==> src/rtl/univ_reg_sync.sv <==
// Universal WIDTH-bit register: clear/set, hold/load/shift/rotate, optional inc/dec (UNIV_REG_COUNT_EN).
// Latency: one clk edge from sampled inputs to q/carry; zero is combinational from current q.
// Backpressure: none; en low holds q and carry while reset/clear/set still act.
module univ_reg_sync #(
  parameter int              WIDTH     = 8,
  parameter logic [WIDTH-1:0] RESET_VAL = {WIDTH{1'b0}}
) (
  input  logic             clk,
  input  logic             reset,
  input  logic             clear,
  input  logic             set,
  input  logic             en,
  input  logic [2:0]       mode,
  input  logic [WIDTH-1:0] d,
  input  logic             sin_lsb,
  input  logic             sin_msb,
  output logic [WIDTH-1:0] q,
  output logic             carry,
  output logic             zero
);

  typedef enum logic [2:0] {
    MODE_HOLD = 3'b000,
    MODE_LOAD = 3'b001,
    MODE_SHL  = 3'b010,
    MODE_SHR  = 3'b011,
    MODE_ROL  = 3'b100,
    MODE_ROR  = 3'b101,
    MODE_INC  = 3'b110,
    MODE_DEC  = 3'b111
  } mode_e;

  logic [WIDTH-1:0] q_nxt;
  logic             carry_nxt;

  // Next value in priority order: reset > clear > set > mode op (when en) > hold.
  always_comb begin
    q_nxt     = q;
    carry_nxt = carry;
    if (reset) begin
      q_nxt     = RESET_VAL;
      carry_nxt = 1'b0;
    end else if (clear) begin
      q_nxt     = '0;
      carry_nxt = 1'b0;
    end else if (set) begin
      q_nxt     = '1;
      carry_nxt = 1'b0;
    end else if (en) begin
      case (mode_e'(mode))
        MODE_LOAD: begin
          q_nxt     = d;
          carry_nxt = 1'b0;
        end
        MODE_SHL: begin
          q_nxt     = {q[WIDTH-2:0], sin_lsb};
          carry_nxt = q[WIDTH-1];
        end
        MODE_SHR: begin
          q_nxt     = {sin_msb, q[WIDTH-1:1]};
          carry_nxt = q[0];
        end
        MODE_ROL: begin
          q_nxt     = {q[WIDTH-2:0], q[WIDTH-1]};
          carry_nxt = q[WIDTH-1];
        end
        MODE_ROR: begin
          q_nxt     = {q[0], q[WIDTH-1:1]};
          carry_nxt = q[0];
        end
`ifdef UNIV_REG_COUNT_EN
        // Carry flags the wrap: all-ones going up, zero going down.
        MODE_INC: begin
          q_nxt     = q + 1'b1;
          carry_nxt = &q;
        end
        MODE_DEC: begin
          q_nxt     = q - 1'b1;
          carry_nxt = ~|q;
        end
`endif
        // Hold, and inc/dec when counting is not built in.
        default: begin
          q_nxt     = q;
          carry_nxt = carry;
        end
      endcase
    end
  end

  // State register; all changes happen on the rising edge.
  always_ff @(posedge clk) begin
    q     <= q_nxt;
    carry <= carry_nxt;
  end

  // Zero flag reflects the register as it stands now.
  always_comb begin
    zero = (q == '0);
  end

endmodule

==> config.mk <==
export PLATFORM = sky130hd
export DESIGN_NAME = univ_reg_sync
export DESIGN_NICKNAME = d
export VERILOG_FILES = /design/src/rtl/univ_reg_sync.sv
export SDC_FILE = /design/constraint.sdc
export NUM_CORES = 1
export LEC_CHECK = 0
export CORE_MARGIN = 2
export CORE_UTILIZATION = 35
export CTS_CLUSTER_DIAMETER = 40
export DETAILED_ROUTE_END_ITERATION = 8
export GPL_ROUTABILITY_DRIVEN = 1
export PLACE_DENSITY_LB_ADDON = 0.3
export SKIP_CTS_REPAIR_TIMING = 1
export SYNTH_ARGS = -nofsm -noshare
export SYNTH_HDL_FRONTEND = slang
export SYNTH_SLANG_ARGS = --single-unit
==> constraint.sdc <==
create_clock -name clk -period 1.7 [get_ports clk]
set_input_delay 0.425 -clock clk [delete_from_list [all_inputs] [get_ports clk]]
set_output_delay 0.425 -clock clk [all_outputs]
set_load 0.05 [all_outputs]
==> reports/qor.txt, run 1 <==
status = finished with violations
failing checks = negative setup slack
Critical Path AT = 1450 ps
Hold Path Sink = carry
Tcrit/Tclk final = 110%
FMAX = 534 MHz
Die W = 48.1 um
Peak VDD IR = 0.337 mV
FF-to-FF End = q[1]
Net Switching = 251 uW
area taken by multi-input logic gates = 474 um2
Area growth, synth to finish = 69.7%
slew margin rel. = 81.1%
layout net count = 138
gpl congestion = 0.814
Startpoint Class = register
via/cell ratio = 5.42
syn_nets = 99
synthesized area per cell = 8.40 um2
H-Tree Depth = 1
I/O Pins = 28
vias in the first global route = 717
Root Buffer = clkbuf_4
Worst-Margin Slew = 284 ps
initial antenna violation count = 0
post-synthesis register bit count = 9
Final Setup Violations = 1
layout cells sized above 1 = 46.2%
Cell Area, Synth = 681 um2
global route overflow = 0
Cell Int Power = 477 uW
placed cell area = 1090 um2
Port Buffer Count = 27
Cells after DPL = 139
Flop pwr share = 32.5%
fillers = 146
WL/cell = 14.1 um
Total Power = 728 uW
largest net degree at the start of global routing = 11
post-route ant nets = 0
Logic pwr share = 43.6%
Slew Limit Fails = 0
final worst path period need = 1870 ps
hold path start = carry
Max-Cap Viols = 0
Skew-Pair Late Insertion Delay = 270 ps
num rows = 15
Post-DP HPWL = 1520 um
Req. time, crit path = 1270 ps
Power Density = 630 nW/um2
CP Capture Type = primary output
ANT cells = 0
register area share after synthesis = 26.5%
r2r setup slk = 370 ps
CTS buffer count = 3
via count = 781
total negative slack = -172 ps
final hold vios = 0
Yosys warnings = 0
drt first-iter violations = 14
clock sink count = 9
FF/Latch Area = 194 um2
path type of the worst setup path = reg -> out
worst setup margin = -172 ps
non-filler instance count after layout = 144
first-pass GRT wire length = 3090 um
final core utilization = 64.8%
post-synth top area share = 26.5%
top cells by area, synth = dfxtp_1 26%, mux2_2 20%, nor3_1 14%
Reg clk slew, reported paths = 70 ps
post-route cell area = 1150 um2
initial cell density of the core = 38.2%
GRT Total Usage = 20.0%
Hold Crit Depth = 2
core region area = 1780 um2
Die H = 48.1 um
CTS tree = built
cell leakage power = 0.508 nW
leading area contributor after synthesis = dfxtp_1
worst hold path class = reg -> reg
worst r2r src = q[0]
DRC Markers = 0
clk_skew = 4.32 ps
WL final = 2030 um
drt pass-1 iters = 4
Cells after Synth = 81
RSZ-0062 raised after global routing = yes
Clock Power Share = 23.9%
Yosys cell types = 26
Switching Share = 34.5%
Max clock buf depth = 2
area of the die = 2310 um2
worst-path fanout max = 5
r2r worst-path depth = 5
==> layout by cell type, fill, tap and decap left out, drive strengths merged <==
cell type,Yosys,layout
buf,5,24
nor3,19,19
clkdlybuf4s50,0,14
mux2,12,12
dfxtp,9,9
nor2,7,7
a21oi,3,3
nand2,3,3
nand3,3,3
clkbuf,2,3
dlymetal6s2s,0,3
or4,2,2
inv,2,2
mux2i,2,2
nand3b,1,1
a22oi,1,1
a22o,1,1
or3,1,1
and3,1,1
o211a,1,1
or2,1,1
a221oi,1,1
xnor2,1,1
a32oi,1,1
o2111ai,1,1
o21a,1,1
clkinv,0,1
==> Yosys cell counts <==
library cell / n
nor3_1: 19
mux2_2: 12
dfxtp_1: 9
nor2_1: 7
a21oi_1: 3
buf_6: 3
nand2_1: 3
nand3_1: 3
clkbuf_1: 2
inv_1: 2
mux2i_1: 2
or4_1: 2
a221oi_2: 1
a22o_2: 1
a22oi_1: 1
a32oi_1: 1
and3_1: 1
buf_1: 1
buf_2: 1
nand3b_1: 1
o2111ai_1: 1
o211a_1: 1
o21a_1: 1
or2_2: 1
or3_1: 1
xnor2_2: 1
==> worst max path at each step <==
stage	from	to	slack, ps	depth (start not counted)
after floorplan	q[4]	zero	1	2
after global placement	mode[0]	q[5]	-320	6
after detailed placement	mode[0]	q[1]	-340	6
after CTS	q[4]	zero	-190	3
after global routing	q[5]	zero	-210	3
final	q[5]	zero	-170	3
==> registers in the layout, indices dropped and copies added, names as in the netlist <==
register,flops
q,8
carry,1
==> per-layer routing <==
| metal | GRT usage [%] | share of wire, % |
|---|---|---|
| met5 | 0 | 0 |
| met4 | 11.9 | 1.9 |
| met3 | 5.56 | 5.5 |
| met2 | 32.3 | 50 |
| met1 | 23.5 | 43 |
==> power groups by stage <==
stage | combinational [mW] | sequential [mW] | clock, mW
floorplan | 0.135 | 0.282 | 0
global placement | 0.302 | 0.241 | 0
detailed placement | 0.305 | 0.241 | 0
CTS | 0.307 | 0.236 | 0.176
global route | 0.338 | 0.237 | 0.187
finish | 0.317 | 0.236 | 0.174
==> per-stage QoR <==
step,setup WS [ps],hold WS [ps]
6_report,-172,530
3_5_place_dp,-340,526
2_1_floorplan,1.12,618
4_1_cts,-194,539
3_3_place_gp,-316,517
5_1_grt,-208,573
==> cells by family (layout without fill, tap and decap cells) <==
kind of cell / count (synthesis) / in the layout / synth area share (%)
buffers and inverters: 9 / 47 / 8.46
AO/OA/AOI/OAI: 10 / 10 / 12.1
AND/OR/NAND/NOR: 38 / 38 / 27.8
multiplexers: 14 / 14 / 22.8
XOR/XNOR: 1 / 1 / 2.39
flip-flops: 9 / 9 / 26.5
==> critical path, stage by stage (launching register included) <==
cell	delay (ps)
dfxtp_2	350
or4_4	530
nor2_4	150
buf_12	140
==> layout make-up <==
cell class / count / share of cell area, %
Sequential cell: 9 / 16.8
Tap cell: 25 / 2.71
Clock buffer: 3 / 1.95
Clock inverter: 1 / 0.433
Inverter: 2 / 0.650
Multi-Input combinational cell: 63 / 41.1
Timing Repair Buffer: 41 / 36.4
Power figures use the tool's default switching activity.
==> run 2, diff against run 1 <==
SKIP_LAST_GASP = 1   (was not set)
==> results of run 2 <==
No change in the layout: final DEF, timing and power equal those of run 1.
